--- src/rtl/uart_tx_sender.sv ---
// rtl/uart_tx_sender.sv - UART transmitter with a one-byte holding register and an 8N1/8N2 shifter
// Frames are LSB first; a byte waiting in hold is started in the same edge that ends the previous frame.
module uart_tx_sender #(
  parameter int CLKS_PER_BIT = 5208,
  parameter int STOP_BITS    = 1
) (
  input  logic       clk,
  input  logic       rst_n,
  input  logic       tx_valid,
  input  logic [7:0] tx_data,
  output logic       tx_ready,
  output logic       uart_tx,
  output logic       tx_busy,
  output logic       tx_done
);

  localparam int CNT_W = (CLKS_PER_BIT > 2) ? $clog2(CLKS_PER_BIT) : 1;
  localparam logic [CNT_W-1:0] CNT_LAST = CNT_W'(CLKS_PER_BIT - 1);
  localparam logic STOP_LAST = 1'(STOP_BITS - 1);

  typedef enum logic [1:0] {IDLE, START, DATA, STOP} state_t;

  state_t           state, state_n;
  logic [CNT_W-1:0] baud_cnt, baud_n;
  logic [2:0]       bit_idx, bit_n;
  logic             stop_idx, stop_n;
  logic [7:0]       shifter, shift_n;
  logic [7:0]       hold;
  logic             hold_valid;
  logic             tx_q, tx_n;
  logic             done_q, done_n;
  logic             load;
  logic             bit_end;
  logic             accept;

  assign accept  = tx_valid & ~hold_valid;
  assign bit_end = (baud_cnt == CNT_LAST);

  always_comb begin
    state_n = state;
    baud_n  = baud_cnt;
    bit_n   = bit_idx;
    stop_n  = stop_idx;
    shift_n = shifter;
    done_n  = 1'b0;
    load    = 1'b0;
    case (state)
      IDLE: begin
        if (hold_valid) begin
          load    = 1'b1;
          state_n = START;
          baud_n  = '0;
        end
      end
      START: begin
        if (bit_end) begin
          state_n = DATA;
          bit_n   = 3'd0;
          baud_n  = '0;
        end else begin
          baud_n = baud_cnt + CNT_W'(1);
        end
      end
      DATA: begin
        if (bit_end) begin
          baud_n  = '0;
          shift_n = {1'b0, shifter[7:1]};
          if (bit_idx == 3'd7) begin
            state_n = STOP;
            stop_n  = 1'b0;
          end else begin
            bit_n = bit_idx + 3'd1;
          end
        end else begin
          baud_n = baud_cnt + CNT_W'(1);
        end
      end
      STOP: begin
        if (bit_end) begin
          baud_n = '0;
          if (stop_idx == STOP_LAST) begin
            done_n = 1'b1;
            if (hold_valid) begin
              load    = 1'b1;
              state_n = START;
            end else begin
              state_n = IDLE;
            end
          end else begin
            stop_n = 1'b1;
          end
        end else begin
          baud_n = baud_cnt + CNT_W'(1);
        end
      end
      default: state_n = IDLE;
    endcase
    if (load) shift_n = hold;
  end

  // Line level is registered from the next state so uart_tx never glitches.
  always_comb begin
    tx_n = 1'b1;
    case (state_n)
      START:   tx_n = 1'b0;
      DATA:    tx_n = shift_n[0];
      default: tx_n = 1'b1;
    endcase
  end

  always_ff @(posedge clk) begin
    if (!rst_n) begin
      state      <= IDLE;
      baud_cnt   <= '0;
      bit_idx    <= 3'd0;
      stop_idx   <= 1'b0;
      shifter    <= 8'd0;
      hold       <= 8'd0;
      hold_valid <= 1'b0;
      tx_q       <= 1'b1;
      done_q     <= 1'b0;
    end else begin
      state    <= state_n;
      baud_cnt <= baud_n;
      bit_idx  <= bit_n;
      stop_idx <= stop_n;
      shifter  <= shift_n;
      tx_q     <= tx_n;
      done_q   <= done_n;
      if (accept) begin
        hold       <= tx_data;
        hold_valid <= 1'b1;
      end else if (load) begin
        hold_valid <= 1'b0;
      end
    end
  end

  assign tx_ready = ~hold_valid;
  assign uart_tx  = tx_q;
  assign tx_busy  = (state != IDLE);
  assign tx_done  = done_q;

endmodule

--- config.mk ---
export PLATFORM = sky130hd
export DESIGN_NAME = uart_tx_sender
export DESIGN_NICKNAME = d
export VERILOG_FILES = /design/src/rtl/uart_tx_sender.sv
export SDC_FILE = /design/constraint.sdc
export NUM_CORES = 1
export LEC_CHECK = 0
export CAP_MARGIN = 40
export CORE_ASPECT_RATIO = 1.1
export CORE_MARGIN = 2
export CORE_UTILIZATION = 55
export DETAILED_ROUTE_END_ITERATION = 8
export DONT_BUFFER_PORTS = 1
export PLACE_DENSITY = 0.74
export SLEW_MARGIN = 10
export SYNTH_ARGS = -nofsm -noshare
export SYNTH_HDL_FRONTEND = slang
export SYNTH_SLANG_ARGS = --single-unit
--- constraint.sdc ---
create_clock -name clk -period 1.8 [get_ports clk]
set_input_delay 0.18 -clock clk [delete_from_list [all_inputs] [get_ports clk]]
set_output_delay 0.18 -clock clk [all_outputs]
set_load 0.02 [all_outputs]
======== Word-level counts from Yosys, hierarchy flattened ========
Index checks and enable logic that the tools add are counted.
word-level totals
  input bits .............................. 11
  bits in registers ....................... 38
  word-level logic and storage cells ...... 70
cells by class
  add/sub/neg operators ................... 2
  bitwise operators ....................... 2
  equal/unequal tests ..................... 13
  muxes and demuxes ....................... 31
  reductions and logical operators ........ 12
operator list
  kind                     number
  $mux W13                 2
  $pmux W13 S2             1
  $mux W8                  3
  $add A13 B1 Y13 const B  1
  $eq A13 B13 Y1 const B   1
  $mux W2                  6
  $ne A2 B2 Y1 const B     6
  $reduce_bool A2 Y1       6
  $mux W1                  11
  $mux W3                  3
  $pmux W2 S4              1
  $reduce_and A4 Y1        2
  $eq A2 B2 Y1 const B     3
  $pmux W1 S2              3
  $pmux W3 S2              1
  $eq A2 B1 Y1 const B     2
  $add A3 B1 Y3 const B    1
  $eq A3 B3 Y1 const B     1
  $reduce_and A3 Y1        1
  $reduce_or A3 Y1         1
  $logic_not A2 Y1         1
  $reduce_and A2 Y1        1
  $and A1 B1 Y1            1
  $not A1 Y1               1

======== Logic depth before layout (Yosys ltp) ========
Gate-level depths: netlist of run 1.
  word-level depth ........................ 6
  mapped depth ............................ 8
  gate-level depth less buffers ........... 7

======== Worst setup path after synthesis of run 1 ========
Ideal clock, no wire load.
  path type ............................... flip-flop to flip-flop
  start point ............................. reg baud_cnt[0]
  end point ............................... reg shifter[1]
  cell stages (with the launch flop) ...... 8
  setup slack ............................. -27 ps
  arrival ................................. 1711 ps
  buffers on the path ..................... 2
  required time ........................... 1684 ps
  cell sequence ........................... dfxtp_1 ha_1 and4bb_2 a41oi_1 or3_1 buf_6 buf_6 o211a_1
between the ends
  longest elaborated chain between the ends .. 5
  elaborated cells on any way between the ends .. 7
  those cells by class .................... eq/ne (1); mux (3); reduce/logical (3)
ends and longest elaborated chain
  element                       line  text
  from (decl)                   24    logic [CNT_W-1:0] baud_cnt, baud_n;
  from (signal assigned)        124   baud_cnt <= baud_n;
  $eq A13 B13 Y1 *              37    assign bit_end = (baud_cnt == CNT_LAST);
  $mux W1                       79    if (bit_end) begin
  $pmux W1 S2                   47    case (state)
  $reduce_bool A2 Y1 (no line)  --
  $reduce_and A2 Y1 (no line)   --
  to (signal assigned)          127   shifter <= shift_n;
  to (decl)                     27    logic [7:0] shifter, shift_n;
Every way passes the cells marked *; elsewhere a longest branch is shown, timed or not.
A chain may end at the register's enable or synchronous reset.

======== Final worst setup path of run 1 ========
  start point ............................. reg baud_cnt[8]
  end point ............................... reg baud_cnt[12]
between the ends
  longest elaborated chain between the ends .. 3
  elaborated cells on any way between the ends .. 4
  those cells by class .................... add/sub (1); eq/ne (1); mux (2)
ends and longest elaborated chain
  element                                            line
  $add A13 B1 Y13 or $eq A13 B13 Y1 (tied branches)  --
  $mux W13 *                                         56, 65, 79
  $pmux W13 S2 *                                     47
Marks and branches as above.

==> out/results.ini, run 1 <==
[die]
design.core.area_um2 = 3390
io_pins = 15
num_rows = 22
die_w_um = 61.3
start_util = 0.586
design.die.area_um2 = 4110
die_y_um = 67.0

[run_status]
outcome = complete, no violations

[sta]
skew_ps = 9.40
drv_slew = 0
post-route-period-util = 0.993
slew_headroom = 0.344
worstMarginPinSlew_ps = 981
hold_viol_final = 0
fin_setup_tns_ps = 0
fin_ws_ps = 13.2
fmax_mhz = 560
min_period_ps = 1790
finalSetupViolCount = 0
rsz0062_at_grt = true

[power]
p_clk_frac = 0.330
power.density_nw_per_um2 = 717
internal_power_uw = 1360
p_total_uw = 1870
power_frac_comb = 0.197
switchingPower_uw = 504
ir_drop_mv = 0.615
p_seq_frac = 0.473
p_leak_uw = 0.00109
p_sw_frac = 0.270

[routing]
drt_iter0_markers = 118
wl_per_cell_um = 15.4
dr.pass1.iters = 4
drc = 0
totalWireLength_um = 4740
viasPerCell = 5.93
final_antenna_net_count = 0
dr_total_vias = 1819

[global_routing]
overflow = 0
grt_pass1_vias = 1745
grt_pass1_wl_um = 7570
grt_usage = 0.246
grt_max_degree = 31
antenna_found_initial = 0

[clocking]
root_buffer = clkbuf_4
htree_levels = 2
clkSinkCount = 37
clkLatencyLatePin_ps = 340
cts-buffers-inserted = 5
cts_tree = yes
ctsLongestPathBuffers = 2
cts.clk_slew.worst_paths_ps = 120

[synthesis]
avgSynthCellArea_um2 = 9.03
async_reset_ff_frac = 0
synth-seq-area-share = 0.373
synth-main-ff-cell = dfxtp_1
yosys.area.top_type = dfxtp_1
syn-num-nets = 239
synth.top_cell.area_share = 0.373
synth_area_um2 = 1990
synth.area.top_cells = dfxtp_1 (37%), mux2i_1 (7.6%), nor2b_1 (6.3%), ha_1 (5.0%), nand2_1 (4.0%)
yosysWarnings = 0
syn_inst = 220
ys_types = 41
synth_edf_count = 0
ys_ff_latch = 37

[place]
place_inst = 284
io_buffer_count = 0
globalplace.congestion = 0.869
hpwl_um = 3100
place_ws_ps = -82.7

[final_layout]
drive_gt1_frac = 0.305
final_cells = 307
final_common_cell = dfxtp_1
fin_nets = 277
n_antenna_cell = 0
num-fill-cells = 237
areaGrowthSynthToFinish_pct = 31.0
utilization = 0.768
final_cell_mix = dfxtp_1 (28), buf_4 (27), nand2_1 (21)

[critical_path]
crit_arrival_ps = 2040
endpoint_kind = flip-flop
startpoint_type = flip-flop
crit_path_max_fanout = 5
critPathKind = flip-flop to flip-flop
required_ps = 2050

[worst_hold_path]
hp-class = primary input to flip-flop

[flow_run]
maxCapViolations = 0

## final timing paths
path / end / slack (ps) / cells past startpoint / from
setup / recovery: baud_cnt[12] / 10 / 5 / baud_cnt[8]
hold / removal: hold[6] / 20 / 2 / tx_data[6]
setup reg to reg: baud_cnt[12] / 10 / 5 / baud_cnt[8]
hold reg to reg: bit_idx[0] / 490 / 2 / bit_idx[0]
## registers in the layout (all words and copies together) (netlist names)
| signal | flops |
|---|---|
| baud_cnt | 13 |
| hold | 8 |
| shifter | 8 |
| bit_idx | 3 |
| state | 2 |
| hold_valid | 1 |
| tx_done | 1 |
| uart_tx | 1 |
## power by group through the flow
stage / Clock [µW] / Combinational (µW) / Sequential (µW)
final: 616 / 368 / 883
after floorplan: 0 / 207 / 901
after global routing: 663 / 399 / 888
after CTS: 632 / 301 / 884
after global placement: 0 / 250 / 900
after detailed placement: 0 / 260 / 902
## worst max-delay path: stages, from the launching register on
cell     delay (ps)
dfxtp_4         370
or4b_4          550
o31ai_4         290
buf_4           200
nor2_1           50
o221a_1         230
## cell usage after synthesis (all sizes together) (2+ instances only)
cell,n
o31ai,4
a21boi,4
o211a,7
o21ai,10
nand2,21
ha,8
o21bai,2
buf,4
a41oi,2
nand3,9
inv,8
nor2b,20
clkbuf,6
mux2i,15
and3,2
or3,2
and2,2
nor3b,4
o221a,2
dfxtp,37
nor4,6
a31oi,5
a22oi,4
a21oi,11
nor2,12
## stage by stage
stage | area, µm² | hold slack [ps]
after floorplan | 2030 | 318
after global placement | 2220 | 296
after detailed placement | 2220 | 299
after CTS | 2430 | 5.00
after global routing | 2600 | 5.09
final | 2600 | 19.8
## per-layer routing
metal,track usage,vias to the layer above,routed length [µm]
met5,0,-,0
met4,0.0870,0,61
met3,0.0660,10,146
met2,0.422,35,2480
met1,0.288,894,2050
li1,-,880,-
## final cells by class
cell class | count | area [µm²] | area share
multi-input combinational | 165 | 1310 | 0.505
sequential | 37 | 759 | 0.292
timing repair buffer | 41 | 349 | 0.134
tap | 48 | 60.1 | 0.0231
clock buffer | 6 | 51.3 | 0.0197
clock inverter | 2 | 37.5 | 0.0144
inverter | 8 | 30.0 | 0.0115
## timing repair
| action | 4_1_cts | 5_1_grt |
|---|---|---|
| pin swaps | 1 | 13 |
| endpoints found under the hold margin | 37 | 0 |
| setup endpoints to repair | 17 | 21 |
| gates cloned | 0 | 1 |
| hold buffers | 9 | 0 |
| gates resized for setup | 3 | 42 |
| setup buffers | 2 | 3 |
## kinds of logic (layout without fill, tap and decap cells)
kind of cell	after synthesis	in the layout	share of synthesized area
muxes	16	16	0.0813
DFF	37	37	0.373
adders and majority gates	8	8	0.0504
buffers and inverters	18	57	0.0460
AOI/OAI and AO/OA	52	52	0.188
and+or+nand+nor	89	89	0.261
Note: power is estimated with default switching activity, not from simulation.
==> run 2: changes to the inputs <==
--- a/config.mk
+++ b/config.mk
@@ -11,7 +11,7 @@
 export CORE_UTILIZATION = 55
 export DETAILED_ROUTE_END_ITERATION = 8
 export DONT_BUFFER_PORTS = 1
-export PLACE_DENSITY = 0.74
+export PLACE_DENSITY = 0.71
 export SLEW_MARGIN = 10
 export SYNTH_ARGS = -nofsm -noshare
 export SYNTH_HDL_FRONTEND = slang
==> constraint.sdc (replaced) <==
create_clock -name clk -period 2 [get_ports clk]
set_input_delay 0.2 -clock clk [delete_from_list [all_inputs] [get_ports clk]]
set_output_delay 0.2 -clock clk [all_outputs]
set_load 0.02 [all_outputs]
==> out/results.ini, run 2 (synthesis gave the netlist of run 1 again) <==
[run_status]
outcome = complete, no violations

[clocking]
clkSinkCount = 37
post_cts_buffers = 0
cts-buffers-inserted = 5
cts.clk_slew.worst_paths_ps = 120
cts_tree = yes
root_buffer = clkbuf_4
clkLatencyLatePin_ps = 350
htree_levels = 2
ctsLongestPathBuffers = 2

[place]
globalplace.congestion = 0.815
place_ws_ps = 119
hpwl_um = 3050
io_buffer_count = 0

[final_layout]
largest_reg_flops = 13
drive_gt1_frac = 0.148
multiInputGateArea_um2 = 1180
final_cell_mix = dfxtp_1 (37), nand2_1 (21), nor2b_1 (20)
reg.largest.list = baud_cnt: 13 flops, hold: 8 flops, shifter: 8 flops
final_common_cell = dfxtp_1
areaGrowthSynthToFinish_pct = 13.9
utilization = 0.668
regMostFlops = baud_cnt
register_area_um2 = 741
num-fill-cells = 295
n_antenna_cell = 0
fin_nets = 254

[sta]
skew_ps = 9.25
fin_setup_tns_ps = 0
drv_slew = 0
fmax_mhz = 528
rsz0062_at_grt = true
finalSetupViolCount = 0
worstMarginPinSlew_ps = 668
post-route-period-util = 0.947
fin_ws_ps = 107
hold_viol_final = 0
min_period_ps = 1890
slew_headroom = 0.550
whs_ps = 14.3

[die]
design.core.area_um2 = 3390
die_w_um = 61.3
start_util = 0.586
io_pins = 15
num_rows = 22
design.die.area_um2 = 4110
die_y_um = 67.0

[critical_path]
r2r_cells = 6
critPathKind = flip-flop to flip-flop
startpoint_type = flip-flop
endpoint_kind = flip-flop
required_ps = 2260
crit_arrival_ps = 2150
crit_path_max_fanout = 6

[global_routing]
antenna_found_initial = 0
grt_pass1_vias = 1590
grt_max_degree = 38
grt_usage = 0.225
grt_pass1_wl_um = 6880
overflow = 0

[routing]
drt_iter0_markers = 128
totalWireLength_um = 4220
dr.pass1.iters = 4
drc = 0
dr_total_vias = 1692
wl_per_cell_um = 14.9
viasPerCell = 5.96
final_antenna_net_count = 0

[power]
ir_drop_mv = 0.314
p_leak_uw = 0.000948
p_total_uw = 1620
power.density_nw_per_um2 = 716

[worst_hold_path]
hp-class = primary input to flip-flop
min_path_cells = 2

[flow_run]
maxCapViolations = 0

## run 2: repair_timing
item	in CTS	in global routing
hold endpoints to repair	37	1
resized for setup	0	6
hold buffers	2	1
setup endpoints to repair	0	3
## run 2: cell type report
class | instances | share of cell area
multi-input combinational | 165 | 0.523
tap | 48 | 0.0265
clock inverter | 2 | 0.0166
inverter | 8 | 0.0133
clock buffer | 6 | 0.0227
sequential | 37 | 0.327
timing repair buffer | 18 | 0.0702
## run 2: worst max-delay path: stages (launching register included)
cell	delay, ps
dfxtp_1	400
ha_1	180
and4bb_2	300
a41oi_1	120
or3_1	410
buf_4	200
o211a_1	210
## run 2: layer usage
layer / vias up / part of all wire / track usage
met4: 0 / 0.018 / 0.101
met1: 829 / 0.45 / 0.270
met2: 26 / 0.50 / 0.375
li1: 828 / - / -
met3: 9 / 0.032 / 0.0466
met5: - / 0 / 0
## run 2: report_power, final
group / internal (µW) / switching, µW
logic: 113 / 140
clock network: 297 / 273
registers: 773 / 25.5
total: 1180 / 438
## run 2: path summary, 6_finish.rpt
path                    start          to  slack (ps)
setup / recovery  baud_cnt[0]  shifter[2]         110
hold / removal     tx_data[3]     hold[3]          10
setup reg to reg  baud_cnt[0]  shifter[2]         110
hold reg to reg    shifter[7]  shifter[7]         480
## run 2: stage by stage
step | instance area (µm²) | instances
floorplan | 1990 | 220
global route | 2260 | 284
global placement | 2100 | 272
finish | 2260 | 284
detailed placement | 2100 | 272
CTS | 2210 | 282
==> run 3: changes to the inputs <==
--- a/config.mk
+++ b/config.mk
@@ -5,6 +5,7 @@
 export SDC_FILE = /design/constraint.sdc
 export NUM_CORES = 1
 export LEC_CHECK = 0
+export ABC_AREA = 1
 export CAP_MARGIN = 40
 export CORE_ASPECT_RATIO = 1.1
 export CORE_MARGIN = 2
==> constraint.sdc (replaced) <==
create_clock -name clk -period 2.1 [get_ports clk]
set_input_delay 0.21 -clock clk [delete_from_list [all_inputs] [get_ports clk]]
set_output_delay 0.21 -clock clk [all_outputs]
set_load 0.02 [all_outputs]
==> out/results.ini, run 3 <==
[synthesis]
synth.most_common_cell = nand2_1
synth_area_um2 = 1910
synth.top_cell.area_share = 0.387
synth-seq-area-share = 0.387
yosys.area.top_type = dfxtp_1
synth_edf_count = 0
syn_inst = 273
synth_common_cells = nand2_1 (60), dfxtp_1 (37), a21oi_1 (30), inv_1 (30), nor2_1 (28)
async_reset_ff_frac = 0
syn-num-nets = 292
synth-main-ff-cell = dfxtp_1
yosysWarnings = 0
avgSynthCellArea_um2 = 7.00
synth.area.top_cells = dfxtp_1 (39%), nand2_1 (12%), a21oi_1 (7.9%), nand3_1 (6.0%), inv_1 (5.9%)
ys_types = 26
ys_ff_latch = 37

[clocking]
clkLatencyLatePin_ps = 350
cts_resized = 0
ctsLongestPathBuffers = 2
clkSinkCount = 37
cts-buffers-inserted = 5
cts_tree = yes
root_buffer = clkbuf_4
cts.clk_slew.worst_paths_ps = 120
htree_levels = 2

[critical_path]
endpoint_kind = flip-flop
crit_path_max_fanout = 13
critPathKind = flip-flop to flip-flop
r2r-end = baud_cnt[0]
r2r_cells = 6
worst-path-stages = 6
cp-startpoint = state[0]
cp_common_cell = inv_1
slowest_stage = nor2_1
cp_slowest_stage_delay_ps = 670
crit_family = simple AND/OR/NAND/NOR gates
required_ps = 2390
r2r_slack_ps = 270
crit_chain = inv_1, ha_1, inv_1, nor2_1, o21ai_0, a21oi_1
crit_arrival_ps = 2120
path_buf_inv = 2
startpoint_type = flip-flop
r2r_start = state[0]

[routing]
dr.pass1.iters = 4
totalWireLength_um = 3780
viasPerCell = 5.17
drc = 0
final_antenna_net_count = 0
drt_iter0_markers = 69
wl_per_cell_um = 11.6
dr_total_vias = 1680

[sta]
fin_setup_tns_ps = 0
finalSetupViolCount = 0
slew_headroom = 0.457
min_period_ps = 1830
skew_ps = 4.72
fmax_mhz = 547
worstMarginPinSlew_ps = 811
hold_viol_final = 0
post-route-period-util = 0.870
rsz0062_at_grt = false
drv_slew = 0

[die]
die_w_um = 60.2
num_rows = 22
design.core.area_um2 = 3330
io_pins = 15
design.die.area_um2 = 3960
die_y_um = 65.8
start_util = 0.574

[worst_hold_path]
min_from = tx_data[7]
min_path_cells = 2
hp-class = primary input to flip-flop
holdPathEnd = hold[7]

[final_layout]
final_cell_mix = nand2_1 (60), dfxtp_1 (37), inv_1 (30), a21oi_1 (30), nor2_1 (28)
reg.largest.list = baud_cnt: 13 flops, hold: 8 flops, shifter: 8 flops
utilization = 0.617
num-fill-cells = 316
stdcell_area_um2 = 2050
largest_reg_flops = 13
final_common_cell = nand2_1
regMostFlops = baud_cnt
n_antenna_cell = 0
multiInputGateArea_um2 = 1020
fin_nets = 295
register_area_um2 = 741
areaGrowthSynthToFinish_pct = 7.46
drive_gt1_frac = 0.0866

[place]
globalplace.congestion = 0.810
placed_cell_area_um2 = 1960
io_buffer_count = 0
hpwl_um = 2710

[global_routing]
grt_usage = 0.223
grt_pass1_wl_um = 6640
overflow = 0
grt_use_met2 = 0.365
grtUsageMet3 = 0.0646
antenna_found_initial = 0
grt_max_degree = 20
use_met1 = 0.277
grt_pass1_vias = 1502
busiest_layer = met2

[run_status]
outcome = complete, no violations

[power]
p_leak_uw = 0.000842
power.density_nw_per_um2 = 745
ir_drop_mv = 0.479

[flow_run]
maxCapViolations = 0

## run 3: changes by cell type in the layout (fill, tap and decap cells not counted), sizes merged, moves of 5 or more
cell and change:
a31oi -5, a21oi +19, nand2 +44, nand3 +16, o21ai +12, buf -14, nor2b -20, inv +24
nor2 +19, mux2i -15, o211a -5, nor4 -6
## run 3: cell type report
| cell class | count | share of cell area |
|---|---|---|
| clock buffer | 6 | 0.0250 |
| clock inverter | 2 | 0.0183 |
| inverter | 34 | 0.0633 |
| multi-input combinational | 196 | 0.495 |
| sequential | 37 | 0.361 |
| tap | 48 | 0.0292 |
| timing repair buffer | 2 | 0.00853 |
## run 3: worst max path at each step
stage	end
after floorplan	uart_tx
after global placement	baud_cnt[0]
after detailed placement	baud_cnt[0]
after CTS	baud_cnt[0]
after global routing	baud_cnt[11]
final	baud_cnt[0]
## run 3: cells by family (layout without fill, tap and decap cells)
logic type,count (synthesis),after routing,synth area share
compound gates,57,57,0.158
fa+ha+maj,8,8,0.0524
buf+inv,40,44,0.0805
flops,37,37,0.387
simple gates,131,131,0.321
## run 3: routing by layer
metal	vias to the layer above	share of wire
met5	-	0
li1	891	-
met1	757	0.46
met4	0	0.015
met3	6	0.044
met2	26	0.48
## run 3: power by group
group	switching [µW]	total, µW	internal (µW)
combinational	153	221	68.4
clock	248	531	283
sequential	30.2	778	748
## run 3: metrics by stage
step                cells  worst slack, ps  hold WS, ps  power [µW]
floorplan             273              476          359         962
global placement      316              332          340        1010
detailed placement    316              294          342        1010
CTS                   325              280         8.26        1550
global route          325             40.4         21.6        1610
finish                325              273         19.8        1530
## run 3: worst reg2reg max path: stages, from the launching register on
cell	delay [ps]
dfxtp_1	350
inv_1	140
ha_1	170
inv_1	150
nor2_1	670
o21ai_0	150
a21oi_1	140
## run 3: repair_timing
item                      CTS  global route
hold buffers                1             0
hold endpoints to repair   19             0
buffers inserted            0             0
